`config.mk`:
```
export PLATFORM = sky130hd
export DESIGN_NAME = seven_seg_scan_ctrl
export DESIGN_NICKNAME = d
export VERILOG_FILES = /design/src/rtl/seven_seg_scan_ctrl.sv
export SDC_FILE = /design/constraint.sdc
export NUM_CORES = 1
export LEC_CHECK = 0
export BUFFER_PORTS_ARGS = -buffer_cell sky130_fd_sc_hd__buf_2
export CELL_PAD_IN_SITES_DETAIL_PLACEMENT = 1
export CELL_PAD_IN_SITES_GLOBAL_PLACEMENT = 2
export CORE_ASPECT_RATIO = 0.6
export CORE_MARGIN = 4
export CORE_UTILIZATION = 30
export DETAILED_ROUTE_END_ITERATION = 12
export PLACE_DENSITY_LB_ADDON = 0.12
export SLEW_MARGIN = 10
export SYNTH_ARGS = -nofsm -noshare
export SYNTH_HDL_FRONTEND = slang
export SYNTH_SLANG_ARGS = --single-unit
```
`constraint.sdc`:
```
create_clock -name clk -period 2.8 [get_ports clk]
set_input_delay 0.28 -clock clk [delete_from_list [all_inputs] [get_ports clk]]
set_output_delay 0.28 -clock clk [all_outputs]
set_load 0.005 [all_outputs]
```
`src/rtl/seven_seg_scan_ctrl.sv`:
```
// Multiplexed 7-segment column scanner: one digit lit at a time, with a per-digit dwell,
// dead-time between digits, frame-synchronous double-buffered data and per-digit blanking.
module seven_seg_scan_ctrl #(
    parameter int         NUM_DIGITS  = 8,
    parameter int         REFRESH_DIV = 50000,
    parameter int         DEAD_CYCLES = 2,
    parameter bit         ACTIVE_LOW  = 1'b1,
    parameter logic [3:0] BLANK_CODE  = 4'hA,
    localparam int        IDX_W       = $clog2(NUM_DIGITS)
) (
    input  logic                    clk,
    input  logic                    reset,
    input  logic [4*NUM_DIGITS-1:0] digit_data,
    input  logic [NUM_DIGITS-1:0]   digit_en,
    input  logic                    lz_suppress,
    input  logic                    load,
    output logic [3:0]              data_out,
    output logic [NUM_DIGITS-1:0]   display_column,
    output logic [IDX_W-1:0]        digit_idx,
    output logic                    frame_done
);

    localparam int MAX_CNT = (REFRESH_DIV > DEAD_CYCLES) ? REFRESH_DIV : DEAD_CYCLES;
    localparam int CNT_W   = $clog2(MAX_CNT + 1);

    localparam logic [CNT_W-1:0]        SHOW_END  = CNT_W'(REFRESH_DIV - 1);
    localparam logic [CNT_W-1:0]        DEAD_END  = CNT_W'((DEAD_CYCLES > 0) ? DEAD_CYCLES - 1 : 0);
    localparam logic [IDX_W-1:0]        LAST_IDX  = IDX_W'(NUM_DIGITS - 1);
    localparam logic [4*NUM_DIGITS-1:0] BLANK_ALL = {NUM_DIGITS{BLANK_CODE}};
    localparam logic [NUM_DIGITS-1:0]   COL_IDLE  = {NUM_DIGITS{ACTIVE_LOW}};

    typedef enum logic [1:0] {
        IDLE = 2'd0,
        SHOW = 2'd1,
        DEAD = 2'd2
    } state_t;

    state_t                  state, n_state;
    logic [IDX_W-1:0]        idx, n_idx;
    logic [CNT_W-1:0]        cnt, n_cnt;
    logic [4*NUM_DIGITS-1:0] shadow, pending, next_shadow;
    logic                    pend_vld;
    logic                    wrap_now;
    logic [NUM_DIGITS-1:0]   nz_above;
    logic                    lit;
    logic [NUM_DIGITS-1:0]   col_sel;

    // The wrap cycle is the final cycle of the last slot, whichever phase closes it.
    function automatic logic is_wrap(input state_t s, input logic [IDX_W-1:0] i,
                                     input logic [CNT_W-1:0] c);
        if (i != LAST_IDX)
            return 1'b0;
        if (DEAD_CYCLES == 0)
            return (s == SHOW) && (c == SHOW_END);
        return (s == DEAD) && (c == DEAD_END);
    endfunction

    function automatic logic [IDX_W-1:0] next_slot(input logic [IDX_W-1:0] i);
        return (i == LAST_IDX) ? '0 : i + 1'b1;
    endfunction

    always_comb begin
        n_state = state;
        n_idx   = idx;
        n_cnt   = cnt;
        case (state)
            IDLE: begin
                n_state = SHOW;
                n_idx   = '0;
                n_cnt   = '0;
            end
            SHOW: begin
                if (cnt == SHOW_END) begin
                    n_cnt = '0;
                    if (DEAD_CYCLES == 0) begin
                        n_idx = next_slot(idx);
                    end else begin
                        n_state = DEAD;
                    end
                end else begin
                    n_cnt = cnt + 1'b1;
                end
            end
            DEAD: begin
                if (cnt == DEAD_END) begin
                    n_state = SHOW;
                    n_idx   = next_slot(idx);
                    n_cnt   = '0;
                end else begin
                    n_cnt = cnt + 1'b1;
                end
            end
            default: begin
                n_state = IDLE;
                n_idx   = '0;
                n_cnt   = '0;
            end
        endcase
    end

    // Shadow swaps only at the frame boundary; a load on that very cycle bypasses pending.
    always_comb begin
        wrap_now    = is_wrap(state, idx, cnt);
        next_shadow = shadow;
        if (wrap_now && load)
            next_shadow = digit_data;
        else if (wrap_now && pend_vld)
            next_shadow = pending;
    end

    // nz_above[j]: some nibble at position j or higher is non-zero.
    always_comb begin
        logic acc;
        acc = 1'b0;
        for (int j = NUM_DIGITS - 1; j >= 0; j--) begin
            acc         = acc | (next_shadow[4*j +: 4] != 4'd0);
            nz_above[j] = acc;
        end
    end

    always_comb begin
        col_sel = NUM_DIGITS'(1) << n_idx;
        lit     = (n_state == SHOW) && digit_en[n_idx] &&
                  !(lz_suppress && (n_idx != '0) && !nz_above[n_idx]);
    end

    // Output stage: outputs are registered from the next-state view of the scan.
    always_ff @(posedge clk) begin
        if (reset) begin
            state          <= IDLE;
            idx            <= '0;
            cnt            <= '0;
            frame_done     <= 1'b0;
            display_column <= COL_IDLE;
            data_out       <= BLANK_CODE;
            shadow         <= BLANK_ALL;
            pending        <= BLANK_ALL;
            pend_vld       <= 1'b0;
        end else begin
            state          <= n_state;
            idx            <= n_idx;
            cnt            <= n_cnt;
            frame_done     <= is_wrap(n_state, n_idx, n_cnt);
            display_column <= lit ? (col_sel ^ COL_IDLE) : COL_IDLE;
            data_out       <= lit ? next_shadow[{n_idx, 2'b00} +: 4] : BLANK_CODE;
            shadow         <= next_shadow;
            if (wrap_now) begin
                pend_vld <= 1'b0;
            end else if (load) begin
                pending  <= digit_data;
                pend_vld <= 1'b1;
            end
        end
    end

    assign digit_idx = idx;

endmodule

```
* Word level (Yosys, flattened, before mapping)
Index checks and enable logic that the tools add are counted.
Storage, ports and cells: bits in registers 99, input port bits 44, output and inout bits 16, word-level logic and storage cells 79
Cells by class: add/subtract/negate cells 2, magnitude comparators 1, equality and inequality tests 10, shift-type cells 2, mux-type cells 22, bitwise gates (word level) 10, reduce and logical (&&, ||, !) cells 23
Operators with widths (number):
- 32-bit 2-to-1 mux | 2
- 16-bit by 1-bit == test with 1-bit output (second input constant) | 2
- 16-bit 2-to-1 mux | 2
- 16-bit one-hot mux with 2 select lines | 1
- 4-bit nonzero test | 8
- 32-bit by 6-bit indexed part select with 4-bit output | 1
- 16-bit by 1-bit adder with 16-bit output (second input constant) | 1
- 16-bit == test (second input constant) | 1
- 1-bit 2-to-1 mux | 9
- 1-bit logical AND | 8
- 8-bit inverter | 1
- 1-bit by 3-bit << shifter with 8-bit output (first input constant) | 1
- 1-bit OR | 7
- 1-bit binary-select mux with 3-bit select | 2
- 3-bit 2-to-1 mux | 2
- 3-bit inequality test (second input constant) | 2
- 2-bit one-hot mux with 3 select lines | 1
- 3-bit one-hot mux with 2 select lines | 1
- 2-bit by 1-bit == test with 1-bit output (second input constant) | 2
- 2-bit == test (second input constant) | 2
- 3-bit by 4-bit < comparator with 1-bit output (second input constant) | 1
- 2-bit 2-to-1 mux | 2
- 2-bit OR reduction | 2
- 3-bit by 1-bit adder with 3-bit output (second input constant) | 1
- 6 further kinds | 8

* Depth between registers and ports, before layout
word-level depth 22, gate-level depth with buffers 14, depth with buffers taken out 11

* Worst setup path after synthesis
OpenSTA, ideal clock, no wires.
path kind register -> register, start point reg cnt[0], end point reg display_column[4], setup time 141 ps, arrival 2663 ps, data required time 2659 ps, setup slack -4 ps, cell stages (with the launch flop) 13, period minus slack after synthesis 2804 ps, path through dfxtp_1 > ha_1 > nor4b_2 > and4_1 > mux2i_1 > buf_2 > and2_1 > nand2_1 > a311oi_1 > o21a_1 > buf_4 > a21boi_2 > nand4_1
Between the ends: cells in the longest elaborated chain, start to end 22, elaborated cells between the ends (all ways) 44, classes of those cells 3 x eq/ne; 1 x shift; 12 x mux; 9 x bitwise; 19 x reduce/logical
Ends and longest elaborated chain:
- start, declared | line 40 | logic [CNT_W-1:0] cnt, n_cnt;
- start signal, assigned | line 142 | cnt <= n_cnt;
- 16-bit by 1-bit == test with 1-bit output | line 55, 85
- 1-bit logical AND | line 55 | return (s == DEAD) && (c == DEAD_END);
- 1-bit 2-to-1 mux | line 53 | if (DEAD_CYCLES == 0)
- 1-bit logical AND | line 107 | else if (wrap_now && pend_vld)
- 32-bit 2-to-1 mux | line 107
- 32-bit 2-to-1 mux | line 105 | if (wrap_now && load)
- 4-bit nonzero test | line 116 | acc = acc | (next_shadow[4*j +: 4] != 4'd0);
- 1-bit OR (7 in series) | line 116
- 1-bit binary-select mux with 3-bit select | line 124 | !(lz_suppress && (n_idx != '0) && !nz_above[n_idx]);
- 1-bit 2-to-1 mux (implied by the code) | line 124
- 1-bit zero test | line 124
- 1-bit logical AND | line 124
- 1-bit zero test | line 124
- 1-bit logical AND | line 123 | lit = (n_state == SHOW) && digit_en[n_idx] &&
- 1-bit inverter (no line)
- 2-bit OR reduction (no line)
- end signal, assigned | line 144 | display_column <= lit ? (col_sel ^ COL_IDLE) : COL_IDLE;
- end, declared | line 18 | output logic [NUM_DIGITS-1:0] display_column,
Several ways; a longest one is shown, not always the timed one. The select of a mux whose other input is x is not followed. A chain may end at the register's enable or synchronous reset.

* Final worst setup path
start point reg cnt[1], end point reg data_out[1]
Between the ends: cells in the longest elaborated chain, start to end 22, elaborated cells between the ends (all ways) 43, classes of those cells 3 x eq/ne; 1 x shift; 12 x mux; 8 x bitwise; 19 x reduce/logical
Ends and longest elaborated chain:
- 16-bit by 1-bit == test with 1-bit output | line 55, 85
- 1-bit logical AND | line 55
- 1-bit 2-to-1 mux | line 53
- 1-bit logical AND | line 107
- 32-bit 2-to-1 mux | line 107
- 32-bit 2-to-1 mux | line 105
- 4-bit nonzero test | line 116
- 1-bit OR (7 in series) | line 116
- 1-bit binary-select mux with 3-bit select | line 124
- 1-bit 2-to-1 mux (implied by the code) | line 124
- 1-bit zero test | line 124
- 1-bit logical AND | line 124
- 1-bit zero test | line 124
- 1-bit logical AND | line 123
- 1-bit inverter (no line)
- 2-bit OR reduction (no line)
- end signal, assigned | line 145 | data_out <= lit ? next_shadow[{n_idx, 2'b00} +: 4] : BLANK_CODE;
- end, declared | line 17 | output logic [3:0] data_out,
Several ways; a longest one is shown, not always the timed one. The select of a mux whose other input is x is not followed.

==> flow_summary.toml <==
[route]
vias_per_cell = 5.30
drt-total-wl_mm = 19.8
first_pass_iters = 5
vias = 5198
ant_nets = 0
drt-wirelength-per-cell_um = 20.2
drtIter0Drc = 341
drc = 0

[sta]
setup-violations-final = 2
clock.fmax_ghz = 0.355
final.min_clock_period_ps = 2820
tightest_slew_ps = 749
worst_slack_ps = -19.6
post-route-period-util_pct = 101
rsz0062_at_grt = "yes"
final_max_slew_viol_count = 0
fin_skew_ps = 16.2
hold_viol_final = 0
max_slew_margin_pct = 50.0
tns_ps = -32.4

[final_layout]
n_antenna_cell = 0
stdcell_count = 980
drive_gt1_share_pct = 37.9
syn_to_final_growth_pct = 37.9
design_area_um2 = 7040
nets = 799
nFillCells = 1909

[min_path]
hold_start = "reset"
hold_path.class = "primary input to flop"

[setup_path]
critical_path_class = "flop to flop"
rr_startpoint = "cnt[1]"
cp_max_fo = 10
crit_end = "data_out[1]"
reg2reg_depth = 14
critPathRequiredTime_ps = 3080
critPathArrivalTime_ps = 3100
end_kind = "flop"
worst_setup_path_start_kind = "flop"
rr_endpoint = "data_out[1]"
reg2reg_slack_ps = -20
critPathLaunch = "cnt[1]"

[placed_design]
place.gp.congestion = 0.854
io_buffers = 59
dpl_cell_area_um2 = 6240
dp.cells = 947
place_ws_ps = -234
hpwl_mm = 14.1

[synth]
synth_commonest_cells = "dfxtp_1, nand2_1, nor2_1, clkbuf_1, a21oi_1"
ys_async_sr_fraction_pct = 0
synth_cell_types = 69
synth_top_area_cell = "dfxtp_1"
synth-seq-area-share_pct = 38.8
synth_ff_type = "dfxtp_1"
synth.most_common_cell = "dfxtp_1"
yosys_warnings = 0
synth_top_area_share_pct = 38.8
synthCells = 605
ys_ff_latch = 99
synth_area_um2 = 5100
synth_edf_count = 0
syn_area_per_cell_um2 = 8.44
postSynthNetCount = 657
synthTopCellsByArea = "dfxtp_1, nand2_1, nor2_1"

[floorplan]
ios = 60
dieArea_um2 = 19200
initial_core_util_pct = 31.1
die_y_um = 109
die_width_um = 176
num_rows = 36
coreArea_um2 = 16400

[clocking]
cts.sinks = 99
clkSlewWorstSetupHoldPaths_ps = 80
cts_tree = "done"
ctsHtreeMaxLevel = 3
clockBufferDepth = 2
cts_root_buf = "clkbuf_16"
cts_buffers = 9
ctsHoldBuffers = 0
clk_latency_ps = 360

[run_status]
failed_checks = "negative setup slack"
status = "complete, but fails checks"

[global_routing]
grt_overflow = 0
grt_max_degree = 69
antenna_found_initial = 0
grt_first_pass_wirelength_mm = 30.5
grt_pass1_vias = 5262
grt_use_total_pct = 20.5

[power_and_ir_drop]
ir_drop_v = 0.000279
power-per-cell-area_nw_per_um2 = 415
power_mw = 2.92
p_leak_nw = 2.70

[run]
cap_violations = 0
[power breakdown]
part           total (mW)  switching, mW  internal (mW)
clock                1.22          0.609          0.613
combinational       0.237          0.141         0.0954
sequential           1.46         0.0222           1.44
total                2.92          0.773           2.15
[cell type report]
class / count / area (um^2) / share of cell area (%)
repair buffers: 181 / 1260 / 17.9
clock buffers: 10 / 229 / 3.25
well taps: 228 / 285 / 4.05
inverters: 10 / 37.5 / 0.533
clock inverters: 6 / 46.3 / 0.657
multi-input cells: 446 / 3190 / 45.4
flip-flops and latches: 99 / 1990 / 28.2
[worst max-delay path: stages (launching register included)]
cell and delay, ps:
dfxtp_2 340, inv_2 40, ha_4 140, nor4b_4 120, buf_4 150, and4_4 180, buf_8 150, and3_4 220
buf_8 150, a22o_1 200, nor2_2 160, a41oi_2 170, a2111oi_4 430, o211ai_4 170, o211ai_1 110
[placed cells by master, fill, tap and decap left out, types with 11 or more instances in the layout]
master / n
o22a_1: 17
nand3b_1: 14
buf_4: 115
nor2_1: 56
nand4_1: 13
nand3_1: 12
nand2b_1: 13
a32o_1: 11
dfxtp_1: 95
o21ai_2: 13
a22o_1: 12
nand2_1: 78
o32a_1: 12
buf_2: 59
nor2_2: 11
a21oi_1: 23
[how the worst min path moves through the flow]
stage / to / slack, ps / cells past startpoint
floorplan: pending[25] / 400 / 1
finish: state[1] / 140 / 2
CTS: state[1] / 130 / 2
detailed placement: pending[16] / 450 / 2
global route: state[0] / 140 / 2
global placement: pending[20] / 450 / 2
[flip-flops by register name, summed over array words and instances, names as in the netlist]
| signal | count |
|---|---|
| cnt | 16 |
| pending | 32 |
| shadow | 32 |
| frame_done | 1 |
| digit_idx | 3 |
| pend_vld | 1 |
| data_out | 4 |
| state | 2 |
| display_column | 8 |
[cells by family (layout without fill, tap and decap cells)]
logic type | Yosys count | count (layout) | share of synthesized area (%)
DFF | 99 | 99 | 38.8
AOI/OAI and AO/OA | 157 | 157 | 23.2
and+or+nand+nor | 256 | 258 | 25.6
muxes | 8 | 8 | 1.64
xor gates and xnor gates | 15 | 15 | 2.57
adders and majority gates | 8 | 8 | 1.96
buffers and inverters | 62 | 207 | 6.15
[what timing repair did]
| item | in CTS | in global routing |
|---|---|---|
| resized for setup | 39 | 69 |
| setup buffers | 10 | 7 |
| pin swaps | 18 | 23 |
| setup endpoints to repair | 11 | 13 |
| gates cloned | 2 | 0 |
[routing by layer]
metal,routed length (um),track usage (%),up-vias,share of wire (%)
met5,0,0,-,0
met4,140,2.92,0,0.71
met3,990,4.54,11,5.0
met2,7950,28.6,123,40
met1,10700,32.4,2572,54
li1,-,-,2492,-
[through the flow]
step / utilization, % / hold WS, ps
2_1_floorplan: - / 398
3_3_place_gp: 37.9 / 446
3_5_place_dp: 37.9 / 451
4_1_cts: 41.0 / 134
5_1_grt: 42.8 / 139
6_report: 42.8 / 141
Power figures use the tool's default switching activity.
